==> src/rtl/mem_access_arbiter.sv <==
// mem_access_arbiter
//   Shares one single-ported data memory between instruction fetch (IF) and
//   the load/store path (LS). Each accepted request becomes one req/ack memory
//   transaction; the result is returned to the requester that won arbitration.
//   LS normally wins. IF is forced through after STARVE_LIMIT consecutive LS
//   grants taken while it was waiting. An access with no mem_ack for
//   ACK_TIMEOUT cycles is aborted and reported with err.
//
// Ports
//   clk, rst                 clock, asynchronous active-low reset
//   if_req/if_addr           IF read request (held until if_gnt)
//   if_gnt/if_rvalid         IF accept pulse / completion pulse
//   if_rdata/if_err          IF read data / timeout flag (with if_rvalid)
//   ls_req/ls_we/ls_addr     LS request (held until ls_gnt)
//   ls_wdata/ls_wstrb        LS write data / byte strobes
//   ls_gnt/ls_rvalid         LS accept pulse / completion pulse
//   ls_rdata/ls_err          LS read data (0 for writes) / timeout flag
//   mem_req..mem_wstrb       memory request, held for the whole access
//   mem_ack/mem_rdata        memory completion and read data
//   busy                     an access or its response is in progress
module mem_access_arbiter #(
  parameter int unsigned ADDR_WIDTH   = 32,
  parameter int unsigned DATA_WIDTH   = 32,
  parameter int unsigned STARVE_LIMIT = 4,
  parameter int unsigned ACK_TIMEOUT  = 16
) (
  input  logic                    clk,
  input  logic                    rst,
  input  logic                    if_req,
  input  logic [ADDR_WIDTH-1:0]   if_addr,
  output logic                    if_gnt,
  output logic                    if_rvalid,
  output logic [DATA_WIDTH-1:0]   if_rdata,
  output logic                    if_err,
  input  logic                    ls_req,
  input  logic                    ls_we,
  input  logic [ADDR_WIDTH-1:0]   ls_addr,
  input  logic [DATA_WIDTH-1:0]   ls_wdata,
  input  logic [DATA_WIDTH/8-1:0] ls_wstrb,
  output logic                    ls_gnt,
  output logic                    ls_rvalid,
  output logic [DATA_WIDTH-1:0]   ls_rdata,
  output logic                    ls_err,
  output logic                    mem_req,
  output logic                    mem_we,
  output logic [ADDR_WIDTH-1:0]   mem_addr,
  output logic [DATA_WIDTH-1:0]   mem_wdata,
  output logic [DATA_WIDTH/8-1:0] mem_wstrb,
  input  logic                    mem_ack,
  input  logic [DATA_WIDTH-1:0]   mem_rdata,
  output logic                    busy
);

  localparam int unsigned STRB_WIDTH = DATA_WIDTH / 8;
  localparam int unsigned STARVE_W   = $clog2(STARVE_LIMIT + 1);
  localparam int unsigned TMO_W      = $clog2(ACK_TIMEOUT + 1);
  localparam logic [STARVE_W-1:0] STARVE_MAX = STARVE_W'(STARVE_LIMIT);
  localparam logic [TMO_W-1:0]    TMO_MAX    = TMO_W'(ACK_TIMEOUT);

  typedef enum logic [1:0] {
    ST_IDLE,
    ST_ACCESS,
    ST_RESP
  } state_e;

  state_e                  state_q, state_d;
  logic [STARVE_W-1:0]     starve_q, starve_d;
  logic [TMO_W-1:0]        tmo_q, tmo_d;
  logic [TMO_W-1:0]        tmo_inc;
  logic                    owner_ls_q, owner_ls_d;
  logic                    grant_if, grant_ls;

  logic                    if_gnt_q, if_gnt_d;
  logic                    if_rvalid_q, if_rvalid_d;
  logic [DATA_WIDTH-1:0]   if_rdata_q, if_rdata_d;
  logic                    if_err_q, if_err_d;
  logic                    ls_gnt_q, ls_gnt_d;
  logic                    ls_rvalid_q, ls_rvalid_d;
  logic [DATA_WIDTH-1:0]   ls_rdata_q, ls_rdata_d;
  logic                    ls_err_q, ls_err_d;
  logic                    mem_req_q, mem_req_d;
  logic                    mem_we_q, mem_we_d;
  logic [ADDR_WIDTH-1:0]   mem_addr_q, mem_addr_d;
  logic [DATA_WIDTH-1:0]   mem_wdata_q, mem_wdata_d;
  logic [STRB_WIDTH-1:0]   mem_wstrb_q, mem_wstrb_d;
  logic                    busy_q, busy_d;

  // Arbitration is only meaningful while no access is outstanding.
  always_comb begin
    grant_if = 1'b0;
    grant_ls = 1'b0;
    if (state_q != ST_ACCESS) begin
      if (ls_req && !(if_req && starve_q == STARVE_MAX)) begin
        grant_ls = 1'b1;
      end else if (if_req) begin
        grant_if = 1'b1;
      end
    end
  end

  always_comb begin
    state_d     = state_q;
    starve_d    = starve_q;
    tmo_d       = tmo_q;
    tmo_inc     = tmo_q + TMO_W'(1);
    owner_ls_d  = owner_ls_q;
    if_gnt_d    = 1'b0;
    if_rvalid_d = 1'b0;
    if_rdata_d  = '0;
    if_err_d    = 1'b0;
    ls_gnt_d    = 1'b0;
    ls_rvalid_d = 1'b0;
    ls_rdata_d  = '0;
    ls_err_d    = 1'b0;
    mem_req_d   = mem_req_q;
    mem_we_d    = mem_we_q;
    mem_addr_d  = mem_addr_q;
    mem_wdata_d = mem_wdata_q;
    mem_wstrb_d = mem_wstrb_q;

    case (state_q)
      ST_IDLE, ST_RESP: begin
        if (grant_ls || grant_if) begin
          state_d    = ST_ACCESS;
          tmo_d      = '0;
          owner_ls_d = grant_ls;
          mem_req_d  = 1'b1;
          if (grant_ls) begin
            ls_gnt_d    = 1'b1;
            mem_we_d    = ls_we;
            mem_addr_d  = ls_addr;
            mem_wdata_d = ls_we ? ls_wdata : '0;
            mem_wstrb_d = ls_we ? ls_wstrb : '0;
          end else begin
            if_gnt_d    = 1'b1;
            mem_we_d    = 1'b0;
            mem_addr_d  = if_addr;
            mem_wdata_d = '0;
            mem_wstrb_d = '0;
          end
        end else begin
          state_d   = ST_IDLE;
          mem_req_d = 1'b0;
        end
      end

      ST_ACCESS: begin
        // tmo_q counts completed ACCESS cycles without an ack.
        if (mem_ack || tmo_inc == TMO_MAX) begin
          state_d   = ST_RESP;
          mem_req_d = 1'b0;
          if (owner_ls_q) begin
            ls_rvalid_d = 1'b1;
            ls_err_d    = !mem_ack;
            ls_rdata_d  = (mem_ack && !mem_we_q) ? mem_rdata : '0;
          end else begin
            if_rvalid_d = 1'b1;
            if_err_d    = !mem_ack;
            if_rdata_d  = mem_ack ? mem_rdata : '0;
          end
        end else begin
          tmo_d = tmo_inc;
        end
      end

      default: begin
        state_d   = ST_IDLE;
        mem_req_d = 1'b0;
      end
    endcase

    if (!if_req || grant_if) begin
      starve_d = '0;
    end else if (grant_ls) begin
      starve_d = starve_q + STARVE_W'(1);
    end

    busy_d = (state_d != ST_IDLE);
  end

  always_ff @(posedge clk or negedge rst) begin
    if (!rst) begin
      state_q     <= ST_IDLE;
      starve_q    <= '0;
      tmo_q       <= '0;
      owner_ls_q  <= 1'b0;
      if_gnt_q    <= 1'b0;
      if_rvalid_q <= 1'b0;
      if_rdata_q  <= '0;
      if_err_q    <= 1'b0;
      ls_gnt_q    <= 1'b0;
      ls_rvalid_q <= 1'b0;
      ls_rdata_q  <= '0;
      ls_err_q    <= 1'b0;
      mem_req_q   <= 1'b0;
      mem_we_q    <= 1'b0;
      mem_addr_q  <= '0;
      mem_wdata_q <= '0;
      mem_wstrb_q <= '0;
      busy_q      <= 1'b0;
    end else begin
      state_q     <= state_d;
      starve_q    <= starve_d;
      tmo_q       <= tmo_d;
      owner_ls_q  <= owner_ls_d;
      if_gnt_q    <= if_gnt_d;
      if_rvalid_q <= if_rvalid_d;
      if_rdata_q  <= if_rdata_d;
      if_err_q    <= if_err_d;
      ls_gnt_q    <= ls_gnt_d;
      ls_rvalid_q <= ls_rvalid_d;
      ls_rdata_q  <= ls_rdata_d;
      ls_err_q    <= ls_err_d;
      mem_req_q   <= mem_req_d;
      mem_we_q    <= mem_we_d;
      mem_addr_q  <= mem_addr_d;
      mem_wdata_q <= mem_wdata_d;
      mem_wstrb_q <= mem_wstrb_d;
      busy_q      <= busy_d;
    end
  end

  assign if_gnt    = if_gnt_q;
  assign if_rvalid = if_rvalid_q;
  assign if_rdata  = if_rdata_q;
  assign if_err    = if_err_q;
  assign ls_gnt    = ls_gnt_q;
  assign ls_rvalid = ls_rvalid_q;
  assign ls_rdata  = ls_rdata_q;
  assign ls_err    = ls_err_q;
  assign mem_req   = mem_req_q;
  assign mem_we    = mem_we_q;
  assign mem_addr  = mem_addr_q;
  assign mem_wdata = mem_wdata_q;
  assign mem_wstrb = mem_wstrb_q;
  assign busy      = busy_q;

endmodule
==> config.mk <==
export PLATFORM = sky130hd
export DESIGN_NAME = mem_access_arbiter
export DESIGN_NICKNAME = d
export VERILOG_FILES = /design/src/rtl/mem_access_arbiter.sv
export SDC_FILE = /design/constraint.sdc
export NUM_CORES = 1
export LEC_CHECK = 0
export CORE_ASPECT_RATIO = 1.25
export CORE_MARGIN = 2
export CORE_UTILIZATION = 25
export CTS_CLUSTER_SIZE = 8
export DETAILED_ROUTE_END_ITERATION = 8
export HOLD_SLACK_MARGIN = 0.08
export PLACE_DENSITY = 0.53
export SYNTH_ARGS = -nofsm -noshare
export SYNTH_HDL_FRONTEND = slang
export SYNTH_SLANG_ARGS = --single-unit
==> constraint.sdc <==
create_clock -name clk -period 2.4 [get_ports clk]
set_clock_uncertainty 0.2 [all_clocks]
set_input_delay 0.6 -clock clk [delete_from_list [all_inputs] [get_ports clk]]
set_output_delay 0.6 -clock clk [all_outputs]
set_load 0.01 [all_outputs]
==> impl_metrics.csv, run 1 <==
group,metric,value,unit
pwr,power_density,992,nW/um2
routing,drtPass1Iterations,4,
floorplanning,die-area,24200,um2
cells_and_area,mostFrequentLayoutCells,"clkdlybuf4s50_1, dfrtp_1, and2_1",
routing,wl_per_cell,15.8,um
yosys,yosys_register_bits,152,
sta,tightest_slew,0.508,ns
floorplanning,num_rows,62,
clock_network,cts.repair.resized,0,
clock_network,cts_max_level,4,
clock_network,cts_tree,"done",
yosys,ys_seq_area_frac,0.662,
setup_path,worstPathRequired,1.60,ns
setup_path,worstPathArrival,1.45,ns
setup_path,cpMaxStageDelayCell,"clkdlybuf4s50_1",
sta,setup_viol,0,
sta,fin_setup_tns,0,ns
cells_and_area,mostFrequentLayoutCell,"clkdlybuf4s50_1",
setup_path,setup.worst_path.class,"flop to output pin",
floorplanning,die_w,140,um
setup_path,cp-end-kind,"output pin",
pwr,irDropWorstVdd,0.454,mV
min_path,min_path_cells,2,
yosys,synth_xor_area_frac,0.00152,
clock_network,hold_buffers,1,
clock_network,clk_pin_slew,0.07,ns
grt,grt_overflow,0,
setup_path,critPathTopFamily,"buffers and inverters",
yosys,ys.flop_type,"dfrtp_1",
yosys,synth-simple-area-share,0.128,
clock_network,cts_root_buffer,"clkbuf_16",
yosys,synth_edf_count,0,
grt,grt_pass1_vias,4794,
routing,routed_wl,16400,um
floorplanning,io_pins,279,
placed_design,io_buffers,278,
yosys,avgSynthCellArea,12.9,um2
yosys,syn_area,5750,um2
clock_network,clock_latency,0.42,ns
grt,grt_usage,0.138,
min_path,hold_path_end,"mem_addr[24]",
setup_path,worstReg2RegEnd,"mem_addr[2]",
setup_path,cp_slowest_stage_delay,0.60,ns
setup_path,crit_chain,"clkdlybuf4s50_1",
yosys,synth-compound-area-share,0.110,
setup_path,critical_path_buf_inv_count,1,
sta,rsz0062_at_grt,"false",
grt,antenna_found_initial,0,
placed_design,place_inst,1001,
clock_network,cts_sinks,152,
pwr,leakagePower,0.00434,uW
routing,postRouteAntennaNets,0,
yosys,synth_top_family_by_area,"simple AND/OR/NAND/NOR gates",
clock_network,post_cts_buffers,0,
cells_and_area,syn_to_final_growth,66.4,%
setup_path,r2r_slack,0.51,ns
yosys,syn_nets,585,
cells_and_area,nNetsFinal,874,
sta,hold_viol,0,
min_path,hold_path.class,"flop to flop",
setup_path,critPathMaxFanout,3,
routing,drt_iter0_drc,130,
yosys,synth_cells,444,
cells_and_area,fin_cells,1034,
run,drv_cap,0,
yosys,yosysWarnings,0,
sta,setup_ws,0.148,ns
floorplanning,floorplan.initialDensity,0.252,
routing,viasPerCell,4.27,
clock_network,cts_buffers,17,
placed_design,place.gp.congestion,0.854,
grt,grt_max_degree,51,
min_path,min_from,"mem_addr[24]",
cells_and_area,final_area,9560,um2
yosys,synth.distinct_cells,41,
sta,fmax,0.444,GHz
yosys,muxShareOfSynthArea,0.0592,
cells_and_area,final_util,0.419,
placed_design,dpl.hpwl,12100,um
setup_path,reg2reg_depth,7,
yosys,synthArstFlopShare,1.00,
sta,period_share,0.938,
floorplanning,die_h,174,um
routing,num_vias,4416,
sta,slew_headroom,0.661,
floorplanning,core_area,22800,um2
cells_and_area,antenna_cells,0,
sta,min_period,2.25,ns
routing,drc,0,
setup_path,critPathLaunchType,"flop",
grt,grt_pass1_wl,26100,um
yosys,synthAdderAreaFrac,0.00653,
cells_and_area,final_layout_size_suffix_gt1_frac,0.0764,
sta,slew_viol_final,0,
placed_design,post-place-ws,0.00383,ns
clock_network,cts_buffer_depth,2,
setup_path,reg2reg_from,"starve_q[0]",
placed_design,placed_area,8960,um2
run_status,outcome,"complete, no violations",
sequential cells by signal, summed over array words and instances (netlist names), 2 cells and up:
register	cells
if_rdata	32
ls_rdata	32
mem_addr	32
mem_wdata	32
mem_wstrb	4
starve_q	3
state_q	2
tmo_q	5
area by class of cell:
cell class / count / area (um2)
clock buffer: 18 / 429
multi-input combinational: 260 / 1760
inverter: 6 / 22.5
fill: 2147 / 13200
tap: 288 / 360
clock inverter: 14 / 161
sequential: 152 / 3800
timing repair buffer: 296 / 3020
cell usage after synthesis (2+ instances only):
library cell | instances | area [um2]
a21o_1 | 3 | 22.5
a21oi_1 | 3 | 15.0
a22o_1 | 36 | 315
and2_1 | 66 | 413
and3_1 | 2 | 12.5
and4b_1 | 2 | 20.0
buf_2 | 8 | 40.0
buf_6 | 6 | 67.6
clkbuf_1 | 5 | 18.8
clkbuf_2 | 6 | 30.0
dfrtp_1 | 152 | 3800
ha_1 | 3 | 37.5
inv_1 | 6 | 22.5
mux2i_1 | 34 | 340
nand2_1 | 41 | 154
nand3_1 | 4 | 20.0
nand3_2 | 2 | 20.0
nor2_1 | 5 | 18.8
o211a_1 | 2 | 20.0
o21ai_0 | 32 | 160
o21ai_1 | 6 | 30.0
per-layer routing:
layer	vias to the layer above	share of wire	wire length (um)	global-route usage
met5	-	0	0	0
met4	0	0.024	393	0.0546
met3	22	0.077	1260	0.0470
met2	195	0.50	8100	0.235
met1	2112	0.40	6610	0.159
li1	2087	-	-	-
worst max-delay path by stage:
| stage | from | end | slack, ns | cells past startpoint |
|---|---|---|---|---|
| floorplan | ls_req | mem_req | 0.59 | 5 |
| global placement | mem_ack | tmo_q[1] | 0.09 | 5 |
| detailed placement | ls_req | mem_addr[30] | 0.004 | 5 |
| CTS | mem_we | mem_we | 0.09 | 1 |
| global route | mem_we | mem_we | 0.07 | 1 |
| finish | mem_we | mem_we | 0.15 | 1 |
power by group:
group	switching (uW)	internal, uW	total, uW
clock network	1110	1560	2670
logic	1420	1830	3250
registers	370	3200	3570
total	2900	6590	9490
cells by family after synthesis:
family | count (synthesis)
flops | 152
buf+inv | 32
compound gates | 90
xor+xnor | 1
simple gates | 132
mux | 34
fa+ha+maj | 3
stage by stage:
| step | total power (uW) | hold WS [ns] |
|---|---|---|
| floorplan | 4960 | 0.104 |
| global placement | 6850 | 0.262 |
| detailed placement | 6920 | 0.271 |
| CTS | 9670 | 0.285 |
| finish | 9490 | 0.283 |
| global route | 10100 | 0.319 |
No activity file was read; power rests on OpenSTA's default activity.
==> run 2, diff against run 1 <==
- clock period: 2.4 -> 2.18 ns (I/O delays scaled with it)
==> run 2 against run 1 <==
Critical path depth did not move. Register-to-register slack worse by 0.12 ns. Clock power rose by 17%. Sequential power increased by 9.8%. Highest routed layer unchanged. Via count decreased by 0.75%. Non-clock buffer count down 1. First-iteration DRC count is 3.8% lower. Setup slack got worse by 0.067 ns. Hold slack lost 0.0052 ns. Global-route usage fell by 0.28 points. Clock-buffer cell count is 1 lower.
==> impl_metrics.csv, run 2 (same netlist as run 1, synthesis figures left out) <==
group,metric,value,unit
grt,grt_overflow,0,
setup_path,crit_chain,"clkdlybuf4s50_1",
pwr,power.total,10600,uW
clock_network,cts_root_buffer,"clkbuf_16",
sta,hold_viol,0,
setup_path,worstPathArrival,1.35,ns
clock_network,cts_buffer_depth,2,
cells_and_area,mostFrequentLayoutCells,"clkdlybuf4s50_1, dfrtp_1, and2_1",
placed_design,post-place-ws,-0.0535,ns
sta,min_period,2.10,ns
placed_design,place_inst,1000,
setup_path,cp_slowest_stage_delay,0.57,ns
grt,grt_usage,0.135,
grt,grt_pass1_vias,4730,
floorplanning,io_pins,279,
cells_and_area,final_layout_size_suffix_gt1_frac,0.0765,
sta,fmax,0.476,GHz
sta,tightest_slew,0.398,ns
sta,period_share,0.963,
routing,postRouteAntennaNets,0,
routing,routed_wl,16100,um
setup_path,setup.worst_path.class,"flop to output pin",
routing,wl_per_cell,15.6,um
routing,drt_iter0_drc,125,
cells_and_area,nNetsFinal,873,
cells_and_area,fin_cells,1033,
cells_and_area,antenna_cells,0,
clock_network,clock_latency,0.42,ns
grt,grt_max_degree,72,
floorplanning,die-area,24200,um2
placed_design,io_buffers,278,
routing,viasPerCell,4.24,
pwr,irDropWorstVdd,0.560,mV
routing,drtPass1Iterations,4,
sta,setup_ws,0.0811,ns
floorplanning,core_area,22800,um2
placed_design,dpl.hpwl,11700,um
routing,num_vias,4383,
clock_network,cts_sinks,152,
setup_path,worstPathRequired,1.43,ns
placed_design,place.gp.congestion,0.772,
run,drv_cap,0,
min_path,hold_path.class,"flop to flop",
sta,setup_viol,0,
clock_network,cts_max_level,4,
clock_network,cts_buffers,17,
floorplanning,die_h,174,um
clock_network,clk_pin_slew,0.07,ns
setup_path,critPathTopFamily,"buffers and inverters",
clock_network,cts_tree,"done",
clock_network,post_cts_buffers,0,
setup_path,critPathLaunchType,"flop",
cells_and_area,syn_to_final_growth,67.0,%
grt,grt_pass1_wl,25700,um
setup_path,critical_path_buf_inv_count,1,
floorplanning,num_rows,62,
setup_path,critPathMaxFanout,2,
floorplanning,die_w,140,um
sta,slew_viol_final,0,
sta,rsz0062_at_grt,"false",
setup_path,cpMaxStageDelayCell,"clkdlybuf4s50_1",
run_status,outcome,"complete, no violations",
setup_path,cp-end-kind,"output pin",
sta,slew_headroom,0.735,
pwr,leakagePower,0.00437,uW
setup_path,r2r_slack,0.39,ns
pwr,power_density,1110,nW/um2
grt,antenna_found_initial,0,
floorplanning,floorplan.initialDensity,0.252,
cells_and_area,mostFrequentLayoutCell,"clkdlybuf4s50_1",
routing,drc,0,
-- run 2: where the power goes --
group          switching, uW  total (uW)  internal [uW]
sequential               391        3920           3530
clock                   1280        3130           1850
combinational           1560        3560           2000
-- run 2: layer usage --
layer,share of wire,routed length [um],global-route usage,vias to the layer above
li1,-,-,-,2096
met1,0.41,6570,0.161,2060
met2,0.48,7710,0.221,196
met3,0.079,1270,0.0450,31
met4,0.033,537,0.0625,0
met5,0,0,0,-
-- run 2: final cells by class --
class	instances	area [um2]
Sequential cell	152	3800
Fill cell	2137	13200
Multi-Input combinational cell	260	1760
Timing Repair Buffer	295	3010
Clock inverter	15	208
Inverter	6	22.5
Clock buffer	17	425
Tap cell	288	360
-- run 2: worst paths after layout --
kind | endpoint | cells after the start | start
setup / recovery | mem_wdata[25] | 1 | mem_wdata[25]
hold / removal | mem_addr[25] | 2 | mem_addr[25]
setup reg to reg | mem_addr[11] | 7 | starve_q[0]
hold reg to reg | mem_addr[25] | 2 | mem_addr[25]
max in group asynchronous | mem_wdata[26] | 3 | rst
min in group asynchronous | mem_addr[0] | 2 | rst
-- run 2: per-stage QoR --
step | instance area (um2) | hold WS [ns] | setup TNS (ns) | utilization
after floorplan | 5750 | 0.0494 | 0 | -
after global placement | 8950 | 0.263 | -0.0336 | 0.393
after detailed placement | 8950 | 0.269 | -0.384 | 0.393
after CTS | 9600 | 0.283 | 0 | 0.421
after global routing | 9600 | 0.296 | 0 | 0.421
final | 9600 | 0.277 | 0 | 0.421
-- run 2: timing repair --
action	CTS	global route
endpoints found under the setup margin	1	0
hold endpoints to repair	37	0
hold buffers	1	0
resized for setup	1	0
==> run 3, diff against run 2 <==
- clock period: 2.18 -> 2 ns (I/O delays scaled with it)
==> run 3 against run 2 <==
Combinational power down 4%. Register-to-register slack worse by 0.21 ns. Sequential power up 8.2%. Critical endpoint is now if_rdata[12]. Largest power group unchanged. Highest routed layer unchanged.
==> impl_metrics.csv, run 3 (same netlist as run 1, synthesis figures left out) <==
group,metric,value,unit
setup_path,cpMaxStageDelayCell,"clkdlybuf4s50_1",
clock_network,clk_pin_slew,0.06,ns
clock_network,post_cts_buffers,0,
clock_network,cts_buffers,17,
setup_path,critPathMaxFanout,1,
pwr,irDropWorstVdd,0.598,mV
setup_path,r2r_slack,0.18,ns
run_status,outcome,"complete, no violations",
setup_path,critPathTopFamily,"buffers and inverters",
placed_design,place.gp.congestion,0.781,
sta,min_period,1.95,ns
floorplanning,io_pins,279,
routing,viasPerCell,4.26,
sta,hold_viol,0,
clock_network,cts_tree,"done",
clock_network,cts_max_level,4,
floorplanning,die_h,174,um
clock_network,clock_latency,0.41,ns
floorplanning,die_w,140,um
setup_path,critPathLaunchType,"flop",
routing,postRouteAntennaNets,0,
sta,slew_viol_final,0,
setup_path,crit_chain,"clkdlybuf4s50_1",
setup_path,cp-end-kind,"output pin",
cells_and_area,fin_cells,1035,
setup_path,worstReg2RegEnd,"mem_addr[28]",
grt,grt_pass1_vias,4651,
routing,wl_per_cell,15.7,um
placed_design,dpl.hpwl,11800,um
grt,antenna_found_initial,0,
setup_path,reg2reg_depth,7,
cells_and_area,antenna_cells,0,
setup_path,reg2reg_from,"starve_q[0]",
grt,grt_pass1_wl,25600,um
setup_path,cp_slowest_stage_delay,0.52,ns
sta,fin_setup_tns,0,ns
floorplanning,num_rows,62,
routing,drt_iter0_drc,197,
routing,drc,0,
clock_network,cts_buffer_depth,2,
run,drv_cap,0,
setup_path,setup.worst_path.class,"flop to output pin",
pwr,power.total,10800,uW
floorplanning,floorplan.initialDensity,0.252,
pwr,power_density,1140,nW/um2
setup_path,cp-endpoint,"if_rdata[12]",
setup_path,startpoint,"if_rdata[12]",
sta,period_share,0.975,
sta,fmax,0.513,GHz
routing,num_vias,4404,
grt,grt_usage,0.134,
grt,grt_max_degree,72,
cells_and_area,nNetsFinal,875,
cells_and_area,mostFrequentLayoutCell,"dfrtp_1",
placed_design,place_inst,1002,
min_path,hold_path.class,"flop to flop",
sta,setup_viol,0,
placed_design,io_buffers,278,
pwr,leakagePower,0.00510,uW
setup_path,cp.depth,1,
clock_network,cts_sinks,152,
setup_path,worstPathRequired,1.30,ns
sta,slew_headroom,0.768,
cells_and_area,final_layout_size_suffix_gt1_frac,0.0763,
placed_design,post-place-ws,-0.187,ns
setup_path,worstPathArrival,1.25,ns
cells_and_area,mostFrequentLayoutCells,"dfrtp_1, clkdlybuf4s50_1, dlygate4sd2_1",
grt,grt_overflow,0,
sta,rsz0062_at_grt,"false",
floorplanning,die-area,24200,um2
routing,routed_wl,16200,um
routing,drtPass1Iterations,4,
clock_network,cts_root_buffer,"clkbuf_16",
floorplanning,core_area,22800,um2
setup_path,critical_path_buf_inv_count,1,
sta,tightest_slew,0.347,ns
sta,setup_ws,0.0496,ns
cells_and_area,syn_to_final_growth,64.6,%
run 3: power by group:
part           internal, uW  leakage (uW)  switching [uW]
clock network          1850      0.000275            1300
logic                  1710       0.00281            1720
registers              3840       0.00202             396
run 3: per-layer routing:
metal / vias up / wire length [um] / global-route usage
li1: 2098 / - / -
met1: 2082 / 6720 / 0.161
met2: 201 / 7860 / 0.225
met3: 23 / 1210 / 0.0428
met4: 0 / 418 / 0.0513
met5: - / 0 / 0
run 3: cell type report:
class | count | area (um2)
Fill cell | 2187 | 13300
Sequential cell | 152 | 3800
Timing Repair Buffer | 297 | 2930
Multi-Input combinational cell | 260 | 1760
Clock buffer | 19 | 433
Tap cell | 288 | 360
Clock inverter | 13 | 145
Inverter | 6 | 22.5
run 3: metrics by stage:
step                utilization  cell area, um2  hold WS, ns
floorplan                     -            5750      0.00441
global placement          0.394            8980        0.217
detailed placement        0.394            8980        0.216
CTS                       0.413            9420        0.279
global route              0.415            9460        0.303
finish                    0.415            9460        0.274
run 3: what timing repair did:
action,CTS,global route
endpoints found under the setup margin,123,17
resized for setup,123,17
hold endpoints to repair,29,0
hold buffers,1,0
run 3: how the worst min path moves through the flow:
| stage | startpoint | endpoint | slack [ns] | cells past startpoint |
|---|---|---|---|---|
| after floorplan | rst | busy | 0.004 | 0 |
| after global placement | rst | mem_addr[24] | 0.22 | 1 |
| after detailed placement | rst | mem_addr[24] | 0.22 | 1 |
| after CTS | mem_addr[6] | mem_addr[6] | 0.28 | 2 |
| after global routing | mem_addr[31] | mem_addr[31] | 0.30 | 2 |
| final | mem_addr[24] | mem_addr[24] | 0.27 | 2 |
